### src/rtl/load_store_unit.sv
// Load/store unit bridging the MEM stage to a synchronous-read data memory.
// Word-indexed memory port; sub-word stores use read-modify-write, sub-word loads are extended.
module load_store_unit (
  input  logic        clk,
  input  logic        rst_n,
  input  logic        req_valid,
  output logic        req_ready,
  input  logic        req_write,
  input  logic [1:0]  req_size,
  input  logic        req_signed,
  input  logic [31:0] req_addr,
  input  logic [31:0] req_wdata,
  output logic        resp_valid,
  output logic [31:0] resp_rdata,
  output logic        resp_err,
  output logic [31:0] mem_add,
  output logic [31:0] mem_wdata,
  output logic        mem_we,
  input  logic [31:0] mem_rdata
);

  // state   | meaning
  // IDLE    | ready for a request
  // RD_ADDR | word address presented to memory
  // RD_DATA | memory data valid; extract (load) or merge (sub-word store)
  // WRITE   | mem_we asserted for one cycle
  // RESP    | response pulse
  typedef enum logic [2:0] {IDLE, RD_ADDR, RD_DATA, WRITE, RESP} state_t;

  state_t      state_q, state_d;
  logic        write_q, write_d;
  logic [1:0]  size_q, size_d;
  logic [1:0]  off_q, off_d;
  logic        sign_q, sign_d;
  logic [31:0] wdata_q, wdata_d;
  logic [31:0] mem_add_q, mem_add_d;
  logic [31:0] mem_wdata_q, mem_wdata_d;
  logic [31:0] resp_rdata_q, resp_rdata_d;
  logic        resp_err_q, resp_err_d;

  logic        req_err;
  logic [4:0]  lane_shift;
  logic [31:0] shifted;
  logic [31:0] load_val;
  logic [31:0] lane_mask;
  logic [31:0] merged;

  assign req_err = (req_size == 2'b11)
                || (req_size == 2'b01 && req_addr[0])
                || (req_size == 2'b10 && req_addr[1:0] != 2'b00);

  assign lane_shift = {off_q, 3'b000};
  assign shifted    = mem_rdata >> lane_shift;
  assign lane_mask  = (size_q == 2'b00) ? (32'h0000_00FF << lane_shift)
                                        : (32'h0000_FFFF << lane_shift);
  assign merged     = (mem_rdata & ~lane_mask) | ((wdata_q << lane_shift) & lane_mask);

  always_comb begin
    load_val = shifted;
    case (size_q)
      2'b00:   load_val = {{24{sign_q & shifted[7]}}, shifted[7:0]};
      2'b01:   load_val = {{16{sign_q & shifted[15]}}, shifted[15:0]};
      default: load_val = shifted;
    endcase
  end

  always_comb begin
    state_d      = state_q;
    write_d      = write_q;
    size_d       = size_q;
    off_d        = off_q;
    sign_d       = sign_q;
    wdata_d      = wdata_q;
    mem_add_d    = mem_add_q;
    mem_wdata_d  = mem_wdata_q;
    resp_rdata_d = resp_rdata_q;
    resp_err_d   = resp_err_q;
    case (state_q)
      IDLE: begin
        if (req_valid) begin
          write_d = req_write;
          size_d  = req_size;
          off_d   = req_addr[1:0];
          sign_d  = req_signed;
          wdata_d = req_wdata;
          if (req_err) begin
            resp_err_d   = 1'b1;
            resp_rdata_d = 32'h0;
            state_d      = RESP;
          end else begin
            mem_add_d = {2'b00, req_addr[31:2]};
            if (req_write && req_size == 2'b10) begin
              mem_wdata_d = req_wdata;
              state_d     = WRITE;
            end else begin
              state_d = RD_ADDR;
            end
          end
        end
      end
      RD_ADDR: state_d = RD_DATA;
      RD_DATA: begin
        if (write_q) begin
          mem_wdata_d = merged;
          state_d     = WRITE;
        end else begin
          resp_rdata_d = load_val;
          resp_err_d   = 1'b0;
          state_d      = RESP;
        end
      end
      WRITE: begin
        resp_rdata_d = 32'h0;
        resp_err_d   = 1'b0;
        state_d      = RESP;
      end
      RESP:    state_d = IDLE;
      default: state_d = IDLE;
    endcase
  end

  always_ff @(posedge clk or negedge rst_n) begin
    if (!rst_n) begin
      state_q      <= IDLE;
      write_q      <= 1'b0;
      size_q       <= 2'b00;
      off_q        <= 2'b00;
      sign_q       <= 1'b0;
      wdata_q      <= 32'h0;
      mem_add_q    <= 32'h0;
      mem_wdata_q  <= 32'h0;
      resp_rdata_q <= 32'h0;
      resp_err_q   <= 1'b0;
    end else begin
      state_q      <= state_d;
      write_q      <= write_d;
      size_q       <= size_d;
      off_q        <= off_d;
      sign_q       <= sign_d;
      wdata_q      <= wdata_d;
      mem_add_q    <= mem_add_d;
      mem_wdata_q  <= mem_wdata_d;
      resp_rdata_q <= resp_rdata_d;
      resp_err_q   <= resp_err_d;
    end
  end

  // Handshake and strobes decode straight from state so reset drops them asynchronously.
  assign req_ready  = (state_q == IDLE);
  assign resp_valid = (state_q == RESP);
  assign mem_we     = (state_q == WRITE);
  assign resp_rdata = resp_rdata_q;
  assign resp_err   = resp_err_q;
  assign mem_add    = mem_add_q;
  assign mem_wdata  = mem_wdata_q;

endmodule
### config.mk
export PLATFORM = sky130hd
export DESIGN_NAME = load_store_unit
export DESIGN_NICKNAME = d
export VERILOG_FILES = /design/src/rtl/load_store_unit.sv
export SDC_FILE = /design/constraint.sdc
export NUM_CORES = 1
export LEC_CHECK = 0
export BUFFER_PORTS_ARGS = -buffer_cell sky130_fd_sc_hd__buf_4
export CAP_MARGIN = 20
export CORE_MARGIN = 10
export CORE_UTILIZATION = 54
export CTS_CLUSTER_SIZE = 28
export DETAILED_ROUTE_END_ITERATION = 16
export HOLD_SLACK_MARGIN = 0.02
export PLACE_DENSITY = 0.91
export SLEW_MARGIN = 0
export SYNTH_ARGS = -nofsm -noshare
export SYNTH_HDL_FRONTEND = slang
export SYNTH_SLANG_ARGS = --single-unit
### constraint.sdc
create_clock -name clk -period 5.6 [get_ports clk]
set_input_delay 0.84 -clock clk [delete_from_list [all_inputs] [get_ports clk]]
set_output_delay 0.84 -clock clk [all_outputs]
set_load 0.1 [all_outputs]
## After elaboration in Yosys (flattened, before gate mapping)

Cells that the tools add are included.

- Flip-flop bits (word level): 136
- Bits in latches: 0
- RAM bits: 0
- ROM bits: 0
- Bits of input ports: 103
- Output and inout port bits: 100
- Logic and storage cells: 69
- Memories kept: 0

- Add/sub/neg operators: 0
- Multipliers: 0
- Div/mod/pow operators: 0
- $lt $le $gt $ge: 0
- Equal/unequal tests: 14
- Shift-type cells: 4
- Mux-type cells: 20
- Bitwise logic cells: 7
- Reduce and logical (&&, ||, !) cells: 14

Operators with widths:

| cell | number |
|---|---|
| two-way mux 32 bit | 8 |
| one-hot mux 32 bit (2 select lines) | 2 |
| one-hot mux 32 bit (3 select lines) | 1 |
| bitwise AND 32 bit | 2 |
| inverter 32 bit | 1 |
| bitwise OR 32 bit | 1 |
| << shifter 16 x 5 -> 32 bit, first input constant | 1 |
| << shifter 32 x 5 -> 32 bit | 1 |
| << shifter 8 x 5 -> 32 bit, first input constant | 1 |
| >> shifter 32 x 5 -> 32 bit | 1 |
| one-hot mux 3 bit (4 select lines) | 1 |
| two-way mux 3 bit | 3 |
| != test 2 bit, second input constant | 4 |
| equality test 3 x 2 -> 1 bit, second input constant | 2 |
| AND reduction 5 bit | 1 |
| equality test 2 x 1 -> 1 bit, second input constant | 2 |
| equality test 2 bit, second input constant | 2 |
| != test 2 x 1 -> 1 bit, second input constant | 2 |
| AND reduction 4 bit | 1 |
| nonzero test 2 bit | 2 |
| equality test 3 x 1 -> 1 bit, second input constant | 1 |
| equality test 3 bit, second input constant | 1 |
| logical AND 1 bit | 3 |
| logical NOT 3 bit | 1 |
| other kinds (10) | 14 |

## Logic depth before layout (Yosys ltp)

- Word-level depth: 7
- Depth in mapped cells: 8
- Mapped depth without buffers: 4

## Least setup slack after synthesis

Ideal clock, no wire load.

- Path type: reg2out
- From: register state_q[1]
- To: output req_ready
- Data arrival time: 2809 ps
- Required time: 4760 ps
- Setup slack: 1951 ps
- Stages on the path, launching flop included: 4
- Buffers on the path: 2
- Path through: dfrtp_1 > buf_4 > clkbuf_1 > nor3_1

- Cells in the longest elaborated chain, start to end: 1

RTL lines:

| what | line | RTL |
|---|---|---|
| start, declared | 30 | `state_t state_q, state_d;` |
| start signal, assigned | 135 | `state_q <= state_d;` |
| logical NOT 3 bit | 149 | `assign req_ready = (state_q == IDLE);` |
| end, declared | 7 | `output logic req_ready,` |

Every way passes these cells.

## Worst setup path after layout

- From: register state_q[1]
- To: register mem_wdata_q[3] (netlist: mem_wdata[3])

- Cells in the longest elaborated chain, start to end: 3
- Elaborated cells between the ends (all ways): 9
- Classes of those cells: eq/ne (5); mux (1); reduce/logical (3)

RTL lines:

| what | line | RTL |
|---|---|---|
| equality test 3 x 2 -> 1 bit / logical NOT 3 bit (equally long branches) | 78 | `case (state_q)` |
| != test 2 bit (no source line), or another cell as far along | -- |  |
| AND reduction 5 bit (no source line) | -- |  |
| end signal, assigned | 142 | `mem_wdata_q <= mem_wdata_d;` |
| end, declared | 37 | `logic [31:0] mem_wdata_q, mem_wdata_d;` |

Several ways; a longest one is shown, not always the timed one.
A chain may end at the register's enable or synchronous reset.

==> impl_metrics.env <==
export IMPL_die_h_um=126
export IMPL_min_path_type="input port to async pin"
export IMPL_post_cts_resized=0
export IMPL_crit_chain="o31ai_4 > and2_1 > mux2_2"
export IMPL_synth_top_cell_area_share_pct=49.6
export IMPL_cp_start_kind="flip-flop"
export IMPL_grt_pass1_wl_um=32300
export IMPL_synthTopCellsByArea="dfrtp_1, mux2_2, mux2i_1"
export IMPL_ant_nets=0
export IMPL_worstReg2RegEnd="mem_wdata[3]"
export IMPL_cap_violations=0
export IMPL_crit_fanout=29
export IMPL_cts_setup_buffers=0
export IMPL_slew_limit_headroom_pct=27.1
export IMPL_worstRegToRegCells=3
export IMPL_finalSetupViolCount=0
export IMPL_grt_overflow=0
export IMPL_wire_per_inst_um=24.2
export IMPL_start_util_pct=55.6
export IMPL_core_um2=10900
export IMPL_finalCoreUtilization_pct=74.8
export IMPL_synth_ff_type="dfrtp_1"
export IMPL_placement_io_buffers=200
export IMPL_clockBufferDepth=2
export IMPL_netlist_area_um2=6050
export IMPL_routed_via_density=6.25
export IMPL_fin_crit_ps=3140
export IMPL_slew_violations=0
export IMPL_critical_path_reg2reg_startpoint="state_q[1]"
export IMPL_cts_htree_levels=4
export IMPL_max_freq_ghz=0.319
export IMPL_max_stage_delay_ps=960
export IMPL_worst_path_max_delay_cell="o31ai_4"
export IMPL_cts_buffers=17
export IMPL_syn_area_per_cell_um2=11.2
export IMPL_clk_latency_ps=530
export IMPL_ys_types=49
export IMPL_synthArstFlopShare_pct=100
export IMPL_hold_buffers=0
export IMPL_drc_errors=0
export IMPL_vias=5409
export IMPL_drive_gt1_share_pct=42.5
export IMPL_drtIter0Drc=688
export IMPL_worstPathRequired_ps=6010
export IMPL_timing_final_crit_share_pct=56.0
export IMPL_synthTopCellsByCount="dfrtp_1, mux2_2, nand2_1"
export IMPL_grt_pass1_vias=5610
export IMPL_ys_ff_latch=120
export IMPL_syn_to_final_growth_pct=34.5
export IMPL_grt_usage_pct=25.6
export IMPL_clk_pin_slew_ps=60
export IMPL_tightest_slew_ps=1090
export IMPL_fin_nets=815
export IMPL_finClkSkew_ps=5.66
export IMPL_wirelength_um=20900
export IMPL_rsz0062_at_grt="no"
export IMPL_fin_tns_setup_ps=0
export IMPL_drt_pre_antenna_iters=5
export IMPL_critPathCaptureType="flip-flop"
export IMPL_synth_top_area_cell="dfrtp_1"
export IMPL_status="finished clean"
export IMPL_gp_congestion=0.938
export IMPL_hpwlAfterDp_um=15300
export IMPL_die_area_um2=15800
export IMPL_antenna_found_initial=0
export IMPL_reg2reg_slack_ps=2460
export IMPL_num_antenna_cells=0
export IMPL_die_w_um=126
export IMPL_cts_sinks=120
export IMPL_worstPathArrival_ps=3550
export IMPL_path_class="flip-flop to flip-flop"
export IMPL_row_count=38
export IMPL_root_buffer="clkbuf_8"
export IMPL_ios=203
export IMPL_ys_warn_count=0
export IMPL_synth_enable_flop_cells=0
export IMPL_syn_inst=540
export IMPL_hold_viol=0
export IMPL_grt_max_degree=64
export IMPL_synth_seq_area_share_pct=49.6
export IMPL_cts_tree="yes"
export IMPL_yosysMostFrequentCell="dfrtp_1"
-- flip-flops by register name, indices dropped and copies added (netlist names) --
register	count
resp_err	1
resp_rdata	32
mem_add	30
wdata_q	16
state_q	3
sign_q	1
write_q	1
mem_wdata	32
off_q	2
size_q	2
-- layout by cell type, fill, tap and decap left out, drive strengths merged, types with 6 or more instances in the layout --
master	Yosys	layout
o2bb2ai	8	8
o21ai	17	17
nor3	6	6
a221o	8	8
mux2i	33	33
nor2	13	13
clkbuf	24	19
nor4	8	8
mux2	59	59
clkinv	0	6
o211ai	16	16
nand2b	19	19
buf	32	208
nand3b	9	9
o32a	8	8
nand2	35	35
a32o	7	7
a31oi	33	33
dfrtp	120	120
a21oi	33	33
nor2b	7	7
a211o	15	15
-- stage by stage --
step,setup WS [ps],hold slack (ps),cell area [um2],instances
after floorplan,1950,495,6050,541
after global placement,2050,473,7500,831
final,2460,396,8140,865
after detailed placement,1950,479,7530,832
after global routing,2280,453,8140,865
after CTS,2490,425,8110,864
-- critical path: cells and delay by family (launching register included) --
family	cells	cell delay (ps)
AO/OA/AOI/OAI	1	960
AND/OR/NAND/NOR	1	930
multiplexers	1	420
flip-flops	1	700
-- how the worst max path moves through the flow --
stage | from | end | slack [ps] | cells past startpoint
floorplan | state_q[1] | req_ready | 1950 | 3
global placement | req_size[0] | mem_wdata[1] | 2050 | 5
detailed placement | req_size[0] | mem_wdata[4] | 1950 | 5
CTS | state_q[1] | mem_wdata[4] | 2490 | 3
global route | state_q[1] | mem_wdata[22] | 2280 | 4
finish | state_q[1] | mem_wdata[3] | 2460 | 3
-- cell type report --
class                           instances  area, um2
Clock buffer                           19        432
Clock inverter                         13        154
Fill cell                             729       2750
Inverter                                3       11.3
Multi-Input combinational cell        362       2760
Sequential cell                       120       3000
Tap cell                              140        175
Timing Repair Buffer                  208       1600
-- layer usage --
layer | GRT usage, % | vias to the layer above | wire length [um]
met1 | 30.4 | 2636 | 7880
met2 | 41.2 | 359 | 9960
li1 | - | 2358 | -
met4 | 8.31 | 0 | 624
met3 | 10.8 | 56 | 2450
met5 | 0 | - | 0
-- kinds of logic (layout without fill, tap and decap cells) --
kind of cell | Yosys count | in the layout | synth area share, %
AO/OA/AOI/OAI | 154 | 154 | 18.1
other | 1 | 2 | 0.0620
multiplexers | 93 | 93 | 16.8
buffers and inverters | 59 | 243 | 4.88
XOR/XNOR | 1 | 1 | 0.145
flip-flops | 120 | 120 | 49.6
AND/OR/NAND/NOR | 112 | 112 | 10.4
Power is left out: the tool's default activity adds up to more than one toggle a clock period on the data nets, which glitch-free logic cannot reach.
